**src/rtl/chan_stat_rmw_pkg.sv**
```systemverilog
// Shared op encodings, FSM states and op classification helpers for the channel stats engine.
// No timing of its own; the stage record lives in the engine because its widths are parameters.
package chan_stat_rmw_pkg;

    typedef enum logic [1:0] {
        OP_ADD   = 2'b00,
        OP_READ  = 2'b01,
        OP_CLEAR = 2'b10,
        OP_RDCLR = 2'b11
    } op_t;

    typedef enum logic {
        ST_INIT = 1'b0,
        ST_RUN  = 1'b1
    } state_t;

    // Every op except a plain READ writes its result back one cycle after read data lands.
    function automatic logic opWrites(input op_t op);
        return op != OP_READ;
    endfunction

    function automatic logic opResponds(input op_t op);
        return (op == OP_READ) || (op == OP_RDCLR);
    endfunction

endpackage

```
**src/rtl/chan_stat_rmw.sv**
```systemverilog
// Per-channel counter read-modify-write engine driving one 1RW SRAM-wrapper requestor port.
// Latency: read issued on accept, response at accept+2, write-back and overflow pulse at accept+3.
// Backpressure: updRdy low during table init and in any write-back cycle; responses are never stalled.
module chan_stat_rmw
    import chan_stat_rmw_pkg::*;
#(
    parameter int RAM_DEPTH  = 16,
    parameter int RAM_WIDTH  = 32,
    parameter int ADDR_WIDTH = (RAM_DEPTH > 1) ? $clog2(RAM_DEPTH) : 1,
    parameter int LEN_WIDTH  = 16
) (
    input  logic                  clockCore,
    input  logic                  resetCore,
    input  logic                  updVld,
    output logic                  updRdy,
    input  logic [1:0]            updOp,
    input  logic [ADDR_WIDTH-1:0] updChan,
    input  logic [LEN_WIDTH-1:0]  updLen,
    output logic                  rspVld,
    output logic [ADDR_WIDTH-1:0] rspChan,
    output logic [RAM_WIDTH-1:0]  rspData,
    output logic                  rspOvf,
    output logic                  initDone,
    output logic                  rdEn,
    output logic [ADDR_WIDTH-1:0] rdAddr,
    output logic                  wrEn,
    output logic [ADDR_WIDTH-1:0] wrAddr,
    output logic [RAM_WIDTH-1:0]  wrData,
    input  logic [RAM_WIDTH-1:0]  rdData
);

    localparam int PAD_WIDTH = RAM_WIDTH + 1 - LEN_WIDTH;

    typedef struct packed {
        logic                  valid;
        op_t                   op;
        logic [ADDR_WIDTH-1:0] chan;
        logic [LEN_WIDTH-1:0]  len;
    } stage_t;

    state_t                state;
    state_t                stateNext;
    logic [ADDR_WIDTH-1:0] initCnt;

    stage_t                s1;
    stage_t                s2;
    logic                  s3Valid;
    op_t                   s3Op;
    logic [ADDR_WIDTH-1:0] s3Chan;
    logic [RAM_WIDTH-1:0]  s3Result;
    logic                  s3Carry;

    logic                  accept;
    logic                  s3Write;
    logic [RAM_WIDTH:0]    sum;
    logic [RAM_WIDTH:0]    nextVal;

    // A pending write-back owns the single SRAM port, so no read may be issued alongside it.
    assign s3Write  = s3Valid && opWrites(s3Op);
    assign updRdy   = (state == ST_RUN) && !s3Write;
    assign accept   = updVld && updRdy;
    assign rdEn     = accept;
    assign rdAddr   = accept ? updChan : '0;
    assign initDone = (state == ST_RUN);

    always_ff @(posedge clockCore) begin
        if (!resetCore) begin
            state   <= ST_INIT;
            initCnt <= '0;
        end else begin
            state <= stateNext;
            if (state == ST_INIT) begin
                initCnt <= initCnt + ADDR_WIDTH'(1);
            end
        end
    end

    always_comb begin
        stateNext = state;
        if ((state == ST_INIT) && (initCnt == ADDR_WIDTH'(RAM_DEPTH - 1))) begin
            stateNext = ST_RUN;
        end
    end

    // Same-channel hazards are resolved by the wrapper's bypass; the old value is taken as-is.
    always_comb begin
        sum     = {1'b0, rdData} + {{PAD_WIDTH{1'b0}}, s2.len};
        nextVal = '0;
        if (s2.op == OP_ADD) begin
            nextVal = sum;
        end
    end

    always_ff @(posedge clockCore) begin
        if (!resetCore) begin
            s1       <= '0;
            s2       <= '0;
            s3Valid  <= 1'b0;
            s3Op     <= OP_ADD;
            s3Chan   <= '0;
            s3Result <= '0;
            s3Carry  <= 1'b0;
        end else begin
            s1.valid <= accept;
            s1.op    <= op_t'(updOp);
            s1.chan  <= updChan;
            s1.len   <= updLen;
            s2       <= s1;
            s3Valid  <= s2.valid;
            s3Op     <= s2.op;
            s3Chan   <= s2.chan;
            {s3Carry, s3Result} <= nextVal;
        end
    end

    assign rspVld  = s2.valid && opResponds(s2.op);
    assign rspChan = rspVld ? s2.chan : '0;
    assign rspData = rspVld ? rdData : '0;
    assign rspOvf  = s3Valid && (s3Op == OP_ADD) && s3Carry;

    // Table zeroing takes the write port until the last entry is cleared.
    always_comb begin
        wrEn   = 1'b0;
        wrAddr = '0;
        wrData = '0;
        if (state == ST_INIT) begin
            wrEn   = 1'b1;
            wrAddr = initCnt;
        end else if (s3Write) begin
            wrEn   = 1'b1;
            wrAddr = s3Chan;
            wrData = s3Result;
        end
    end

endmodule

```
**config.mk**
```make
export PLATFORM = sky130hd
export DESIGN_NAME = chan_stat_rmw
export DESIGN_NICKNAME = d
export VERILOG_FILES = /design/src/rtl/chan_stat_rmw_pkg.sv /design/src/rtl/chan_stat_rmw.sv
export SDC_FILE = /design/constraint.sdc
export NUM_CORES = 1
export LEC_CHECK = 0
export BUFFER_PORTS_ARGS = -buffer_cell sky130_fd_sc_hd__buf_2
export CAP_MARGIN = 20
export CORE_MARGIN = 5
export CORE_UTILIZATION = 45
export CTS_CLUSTER_DIAMETER = 30
export DETAILED_ROUTE_END_ITERATION = 16
export PLACE_DENSITY_LB_ADDON = 0.08
export SLEW_MARGIN = 20
export SYNTH_ARGS = -nofsm -noshare
export SYNTH_HDL_FRONTEND = slang
export SYNTH_SLANG_ARGS = --single-unit
export TNS_END_PERCENT = 1
```
**constraint.sdc**
```tcl
create_clock -name clockCore -period 3 [get_ports clockCore]
set_input_delay 0.45 -clock clockCore [delete_from_list [all_inputs] [get_ports clockCore]]
set_output_delay 0.45 -clock clockCore [all_outputs]
set_load 0.005 [all_outputs]
```
==> results of run 1 <==
## per-layer routing
layer	wire [um]	global-route usage [%]	vias to the layer above
met3	517	3.61	10
li1	-	-	1792
met2	4610	28.6	87
met4	129	6.75	0
met5	0	0	-
met1	4330	21.4	1531
## area by class of cell
type | count | share of cell area (%)
Clock inverter | 6 | 1.41
Clock buffer | 10 | 2.71
Sequential cell | 91 | 35.9
Inverter | 8 | 0.592
Timing Repair Buffer | 141 | 14.1
Tap cell | 108 | 2.67
Multi-Input combinational cell | 337 | 42.6
## per-stage QoR
step	hold WS (ns)	setup WS [ns]	cells
floorplan	0.412	0.694	457
global placement	0.413	0.368	685
detailed placement	0.417	0.292	685
CTS	0.282	0.546	701
global route	0.276	0.408	701
finish	0.302	0.538	701
## sequential cells by signal (all words and copies together) (netlist names), 2 cells and up
name and cells:
initCnt 4, s1 23, s2 23, s3Chan 4, s3Op 2, s3Result 32
## final timing paths
check                                          endpoint               from
worst min register to register        s2[15]$_SDFF_PN0_  s1[15]$_SDFF_PN0_
worst max-delay path            s3Result[14]$_SDFF_PN0_   s2[0]$_SDFF_PN0_
worst max register to register  s3Result[14]$_SDFF_PN0_   s2[0]$_SDFF_PN0_
worst min-delay path                   s1[0]$_SDFF_PN0_          updLen[0]
## worst max-delay path: stages, from the launching register on
cell      delay [ns]
dfxtp_1         0.32
ha_1            0.21
fa_1            0.46
a21oi_1         0.26
o21ai_2         0.10
a21oi_1         0.34
o21ai_0         0.22
a21boi_0        0.24
xnor2_1         0.15
nor2_1          0.05
## kinds of logic (layout without fill, tap and decap cells)
| logic type | count (synthesis) | after routing | share of synthesized area [%] |
|---|---|---|---|
| buf+inv | 29 | 165 | 2.69 |
| simple gates | 230 | 230 | 31.9 |
| xor+xnor | 23 | 23 | 4.92 |
| flops | 91 | 91 | 44.5 |
| mux | 1 | 1 | 0.245 |
| fa+ha+maj | 18 | 18 | 5.69 |
| compound gates | 65 | 65 | 10.0 |
## layout by cell type (no fill, tap or decap), types with 13 or more instances in the layout
master     n
a21oi_1   24
and2_1    93
and3_1    43
buf_2    138
dfxtp_1   91
ha_1      17
nand2_1   22
nor2_1    33
o21ai_0   20
xor2_1    13
## power by group through the flow
stage,clock (mW),combinational (mW),sequential (mW)
after global routing,0.923,0.292,1.30
final,0.854,0.258,1.29
after detailed placement,0,0.257,1.32
after CTS,0.875,0.259,1.30
after global placement,0,0.252,1.32
after floorplan,0,0.170,1.31
==> impl_metrics.ini, run 1 <==
[timing]
maxSlewHeadroom_pct = 28.0
rsz0062_at_grt = false
min_period_ns = 2.46
min_period_over_period_pct = 82.1
drv_slew = 0
tns_ns = 0
worstMarginPinSlew_ns = 1.08
hold_viol_final = 0
fmax_mhz = 406
setup_violations = 0
skew_ns = 0.0121

[global_route]
grt_max_degree = 40
track_usage_pct = 17.1
grt_pass1_wl_um = 15500
gr-total-overflow = 0
grt_pass1_vias = 3259
antenna_found_initial = 0

[drt]
drc = 0
totalWireLength_um = 9590
drt-pass1-iter-count = 4
drtAntennaViolNets = 0
drt_iter0_drc = 119
via_per_inst = 4.88
vias = 3420
avgRoutedWirePerCell_um = 13.7

[synth]
yosysUniqueCellTypes = 40
ys_seq_area_share_pct = 44.5
yosys_warnings = 0
ys_async_sr_fraction_pct = 0
synth_common_cells = and2_1 (93), dfxtp_1 (91), and3_1 (43), nor2_1 (34), a21oi_1 (24)
syn_inst = 457
synth_seq_cells = 91
synth_fp_nets = 532
ys_top_cells_by_area = dfxtp_1 (45%), and2_1 (14%), and3_1 (6.6%)
yosys.area.top_type = dfxtp_1
synth_edf_count = 0
synth_area_per_cell_um2 = 8.95
synth_area_um2 = 4090
yosysTopAreaCellShare_pct = 44.5
synth_ff_type = dfxtp_1
synth.most_common_cell = and2_1

[setup_path]
worstSetupEndpointType = flip-flop
worstPathRequired_ns = 3.24
crit_arrival_ns = 2.70
reg2reg_slack_ns = 0.54
critPathMaxFanout = 4
reg2reg_depth = 9
cp-start-kind = flip-flop
path_class = reg -> reg

[power_and_ir_drop]
seq_power_share_pct = 53.8
p_total_mw = 2.41
p_switching_mw = 0.601
peakVddDrop_mv = 0.232
switching_share_pct = 25.0
leakage_nw = 2.61
combPwrFrac_pct = 10.7
clkPwrFrac_pct = 35.5
powerDensity_nw_per_um2 = 475
p_int_mw = 1.80

[run_status]
status = finished, final reports clean

[clocking]
post-cts-setup-buffer-count = 0
clk_path_buf_depth = 2
cts_buffers = 9
cts.sinks = 91
cts_root_buf = clkbuf_8
cts.clk_slew.worst_paths_ns = 0.09
htree_levels = 3
cts_resized = 0
cts_tree = done
clock_latency_ns = 0.35
cts.hold.buffers_added = 0

[floorplanning]
die_area_um2 = 11100
start_util_pct = 46.4
core_area_um2 = 8810
fp.dieH_um = 105
die_w_um = 105
io_pins = 139
rows = 34

[run]
max_cap_violations = 0

[placement]
place_area_um2 = 4860
io_buffers = 138
place_hpwl_um = 7280
gp_congestion = 0.844

[hold_path]
hold_depth = 2
holdCritPathClass = in -> reg

[layout]
nFillCells = 822
multiInputGateArea_um2 = 2160
fin_area_um2 = 5070
fin_util_pct = 57.6
finalNetCount = 663
ff_latch_area_um2 = 1820
drive_gt1_share_pct = 28.7
antenna_cells = 0
syn_to_final_growth_pct = 24.0
(Power assumes the default switching activity.)
==> run 2, diff against run 1 <==
==> constraint.sdc (replaced) <==
create_clock -name clockCore -period 2.05 [get_ports clockCore]
set_input_delay 0.3075 -clock clockCore [delete_from_list [all_inputs] [get_ports clockCore]]
set_output_delay 0.3075 -clock clockCore [all_outputs]
set_load 0.005 [all_outputs]
==> impl_metrics.ini, run 2 (same netlist as run 1, synthesis figures left out) <==
[drt]
drtAntennaViolNets = 0
drc = 0
vias = 3530
drt-pass1-iter-count = 4
via_per_inst = 4.80
avgRoutedWirePerCell_um = 13.7
drt_iter0_drc = 125
totalWireLength_um = 10100

[setup_path]
worstPathRequired_ns = 2.33
cp_slowest_cell = dfxtp_1
cp-start-kind = flip-flop
crit_chain = ha_2 -> fa_2 -> a21oi_2 -> o21ai_2 -> a21oi_2 -> o2111ai_4 -> nand4b_4 -> or3_1 -> a21oi_1
worstPathBufferInverterCount = 0
slowest_delay_ns = 0.33
cpMostUsedCell = a21oi_2
reg2reg_slack_ns = -0.04
critPathMaxFanout = 6
worst-path-stages = 9
worstSetupEndpointType = flip-flop
reg2reg_depth = 9
path_class = reg -> reg
crit_arrival_ns = 2.37
critical_path.top_delay_family = compound AO/OA/AOI/OAI gates

[timing]
hold_viol_final = 0
fmax_mhz = 478
min_period_ns = 2.09
worstMarginPinSlew_ns = 0.424
holdWs_ns = 0.153
drv_slew = 0
skew_ns = 0.00692
setup_violations = 3
min_period_over_period_pct = 102
finalWorstSetupSlack_ns = -0.0411
maxSlewHeadroom_pct = 71.7
rsz0062_at_grt = true

[power_and_ir_drop]
p_switching_mw = 0.917
p_int_mw = 2.79
powerDensity_nw_per_um2 = 679
combPwrFrac_pct = 12.5
seq_power_share_pct = 50.9
leakage_nw = 2.80
clkPwrFrac_pct = 36.5
switching_share_pct = 24.7
peakVddDrop_mv = 0.454

[clocking]
cts.hold.buffers_added = 0
cts.sinks = 91
cts_root_buf = clkbuf_8
clock_latency_ns = 0.35
clk_path_buf_depth = 2
cts_tree = done
cts.clk_slew.worst_paths_ns = 0.09
htree_levels = 3
cts_buffers = 9

[global_route]
antenna_found_initial = 0
gr-total-overflow = 0
track_usage_pct = 18.0
grt_pass1_wl_um = 16500
grt_pass1_vias = 3497
grt_max_degree = 37

[floorplanning]
io_pins = 139
core_area_um2 = 8810
die_w_um = 105
die_area_um2 = 11100
rows = 34
fp.dieH_um = 105
start_util_pct = 46.4

[layout]
reg_top3 = s3Result: 32 flops, s1: 23 flops, s2: 23 flops
final_common_cell = buf_2
largest_register_ffs = 32
antenna_cells = 0
drive_gt1_share_pct = 35.1
finalNetCount = 697
regMostFlops = s3Result
fin_util_pct = 62.0
syn_to_final_growth_pct = 33.5
mostFrequentLayoutCells = buf_2 (138), and2_1 (93), dfxtp_1 (89)
nFillCells = 821

[run_status]
violations = negative setup slack
status = complete, but fails checks

[hold_path]
hold_depth = 2
holdCritPathClass = in -> reg

[placement]
io_buffers = 138
gp_congestion = 0.867
place_hpwl_um = 7630

[run]
max_cap_violations = 0
[run 2: cell count changes in the layout (fill, tap and decap cells not counted), sizes merged]
| cell | previous run | this run |
|---|---|---|
| buf | 141 | 175 |
| bufinv | 1 | 2 |
| clkinvlp | 2 | 1 |
[run 2: worst paths after layout]
check	end	from
setup / recovery	s3Result[28]$_SDFF_PN0_	s2[0]$_SDFF_PN0_
hold / removal	s1[5]$_SDFF_PN0_	updLen[5]
setup reg to reg	s3Result[28]$_SDFF_PN0_	s2[0]$_SDFF_PN0_
hold reg to reg	s2[10]$_SDFF_PN0_	s1[10]$_SDFF_PN0_
[run 2: area by class of cell]
class | instances | area, um^2 | area share (%)
clock inverter | 6 | 96.3 | 1.76
sequential | 91 | 1830 | 33.5
clock buffer | 10 | 128 | 2.34
timing repair buffer | 175 | 972 | 17.8
inverter | 8 | 30.0 | 0.550
multi-input combinational | 337 | 2270 | 41.6
tap | 108 | 135 | 2.48
[run 2: worst register-to-register path: cells and delay by family (launching register included)]
family | cells | cell delay (ns)
compound gates | 5 | 0.76
fa+ha+maj | 2 | 0.41
flops | 1 | 0.33
simple gates | 2 | 0.50
[run 2: repair_timing]
action                                  4_1_cts  5_1_grt
endpoints found under the setup margin       21       63
buffers inserted                              4        1
pin swaps                                    14       11
gates resized for setup                      12       13
[run 2: per-layer routing]
layer / vias to the layer above / track usage (%) / wire length, um
met2: 95 / 31.1 / 4840
met3: 12 / 3.18 / 572
li1: 1858 / - / -
met4: 0 / 5.62 / 108
met5: - / 0 / 0
met1: 1565 / 22.8 / 4570
[run 2: per-stage QoR]
stage	cell area (um^2)	setup WS, ns	std cells	total power, mW	setup TNS [ns]
3_5_place_dp	5090	-0.245	714	2.37	-3.59
3_3_place_gp	5090	-0.217	714	2.36	-2.69
5_1_grt	5460	-0.187	735	3.88	-1.96
4_1_cts	5410	-0.0398	734	3.74	-0.0770
6_report	5460	-0.0411	735	3.71	-0.0824
2_1_floorplan	4100	0.00734	457	2.17	0
[run 2: power by group through the flow]
stage / clock (mW) / sequential, mW / combinational (mW)
floorplan: 0 / 1.92 / 0.251
global placement: 0 / 1.93 / 0.429
detailed placement: 0 / 1.93 / 0.437
CTS: 1.39 / 1.89 / 0.457
global route: 1.46 / 1.90 / 0.519
finish: 1.35 / 1.89 / 0.464
==> run 3, diff against run 2 <==
--- a/config.mk
+++ b/config.mk
@@ -11,7 +11,9 @@
 export CORE_UTILIZATION = 45
 export CTS_CLUSTER_DIAMETER = 30
 export DETAILED_ROUTE_END_ITERATION = 16
+export GPL_TIMING_DRIVEN = 1
 export PLACE_DENSITY_LB_ADDON = 0.08
+export SKIP_CTS_REPAIR_TIMING = 1
 export SLEW_MARGIN = 20
 export SYNTH_ARGS = -nofsm -noshare
 export SYNTH_HDL_FRONTEND = slang
==> impl_metrics.ini, run 3 (same netlist as run 1, synthesis figures left out) <==
[clocking]
clock_latency_ns = 0.35
cts_tree = done
clk_path_buf_depth = 2
htree_levels = 3
cts.sinks = 91
cts_root_buf = clkbuf_8
cts.clk_slew.worst_paths_ns = 0.09
cts_buffers = 9

[hold_path]
hold_start = updLen[5]
holdCritPathClass = in -> reg
whs_endpoint = s1[5]$_SDFF_PN0_
hold_depth = 2

[setup_path]
worstPathRequired_ns = 2.33
reg2reg_depth = 9
worstSetupEndpointType = flip-flop
path_class = reg -> reg
critPathMaxFanout = 6
rr_endpoint = s3Result[28]$_SDFF_PN0_
r2r-start = s2[0]$_SDFF_PN0_
crit_arrival_ns = 2.39
reg2reg_slack_ns = -0.06
cp-start-kind = flip-flop

[power_and_ir_drop]
combPwrFrac_pct = 12.7
switching_share_pct = 24.9
seq_power_share_pct = 50.9
p_total_mw = 3.72
peakVddDrop_mv = 0.457
powerDensity_nw_per_um2 = 678
p_switching_mw = 0.925
clkPwrFrac_pct = 36.4
p_int_mw = 2.79
leakage_nw = 2.79

[placement]
io_buffers = 138
gp_congestion = 0.867
place_hpwl_um = 7630
place_ws_ns = -0.245

[layout]
antenna_cells = 0
mostFrequentLayoutCells = buf_2 (138), and2_1 (93), dfxtp_1 (88)
drive_gt1_share_pct = 34.8
syn_to_final_growth_pct = 34.0
final_common_cell = buf_2
regMostFlops = s3Result
nFillCells = 801
largest_register_ffs = 32
finalNetCount = 694
reg_top3 = s3Result: 32 flops, s1: 23 flops, s2: 23 flops

[timing]
min_period_over_period_pct = 103
worstMarginPinSlew_ns = 0.424
finalWorstSetupSlack_ns = -0.0579
drv_slew = 0
maxSlewHeadroom_pct = 71.7
min_period_ns = 2.11
setup_violations = 7
skew_ns = 0.00706
hold_viol_final = 0
rsz0062_at_grt = true
fmax_mhz = 474

[floorplanning]
die_w_um = 105
io_pins = 139
die_area_um2 = 11100
rows = 34
core_area_um2 = 8810
fp.dieH_um = 105
start_util_pct = 46.4

[global_route]
antenna_found_initial = 0
grt_pass1_vias = 3459
grt_pass1_wl_um = 16300
gr-total-overflow = 0
track_usage_pct = 17.7
grt_max_degree = 37

[drt]
drt_iter0_drc = 139
via_per_inst = 4.82
drt-pass1-iter-count = 4
drc = 0
avgRoutedWirePerCell_um = 13.9
totalWireLength_um = 10200
drtAntennaViolNets = 0
vias = 3528

[run]
max_cap_violations = 0

[run_status]
violations = negative setup slack
status = complete, but fails checks
==> run 3: changes by cell type in the layout (fill, tap and decap cells not counted), sizes merged <==
cell | previous run | this run
buf | 175 | 172
==> run 3: through the flow <==
| step | cells | setup TNS, ns | instance area, um^2 | utilization [%] | hold WS, ns |
|---|---|---|---|---|---|
| floorplan | 457 | 0 | 4100 | - | 0.412 |
| global placement | 714 | -2.69 | 5090 | 57.8 | 0.415 |
| detailed placement | 714 | -3.59 | 5090 | 57.8 | 0.418 |
| CTS | 730 | -1.20 | 5310 | 60.3 | 0.142 |
| global route | 732 | -1.95 | 5480 | 62.3 | 0.140 |
| finish | 732 | -0.271 | 5480 | 62.3 | 0.153 |
==> run 3: routing by layer <==
layer / global-route usage (%) / vias to the layer above / wire (um)
met2: 30.6 / 94 / 4940
met1: 22.6 / 1571 / 4670
met4: 5.06 / 0 / 68
met3: 3.18 / 8 / 520
met5: 0 / - / 0
li1: - / 1855 / -
==> run 3: how the worst max path moves through the flow <==
stage	from	to	slack (ns)	depth (start not counted)
CTS	s2[0]$_SDFF_PN0_	s3Result[28]$_SDFF_PN0_	-0.13	9
finish	s2[0]$_SDFF_PN0_	s3Result[28]$_SDFF_PN0_	-0.06	9
floorplan	rdData[0]	s3Result[14]$_SDFF_PN0_	0.007	9
global placement	rdData[0]	s3Result[24]$_SDFF_PN0_	-0.22	10
global route	s2[3]$_SDFF_PN0_	s3Result[23]$_SDFF_PN0_	-0.19	8
detailed placement	rdData[0]	s3Result[24]$_SDFF_PN0_	-0.25	10
==> run 3: layout make-up <==
| type | count | area, um^2 | area share, % |
|---|---|---|---|
| tap | 108 | 135 | 2.46 |
| timing repair buffer | 172 | 950 | 17.3 |
| clock buffer | 10 | 128 | 2.33 |
| clock inverter | 6 | 96.3 | 1.76 |
| multi-input combinational | 337 | 2320 | 42.3 |
| inverter | 8 | 30.0 | 0.548 |
| sequential | 91 | 1830 | 33.3 |
==> run 3: power by group through the flow <==
stage	logic, mW	clock network, mW	registers [mW]
after global placement	0.429	0	1.93
after global routing	0.527	1.46	1.90
after CTS	0.439	1.39	1.89
final	0.474	1.35	1.89
after floorplan	0.251	0	1.92
after detailed placement	0.437	0	1.93
==> run 3: critical path: stages, from the launching register on <==
cell and delay, ns:
dfxtp_2 0.35, ha_4 0.14, fa_2 0.22, a21oi_2 0.07, o21ai_2 0.20, a21oi_4 0.11
o2111ai_4 0.29, nand4b_4 0.17, or3_1 0.33, a21oi_1 0.15
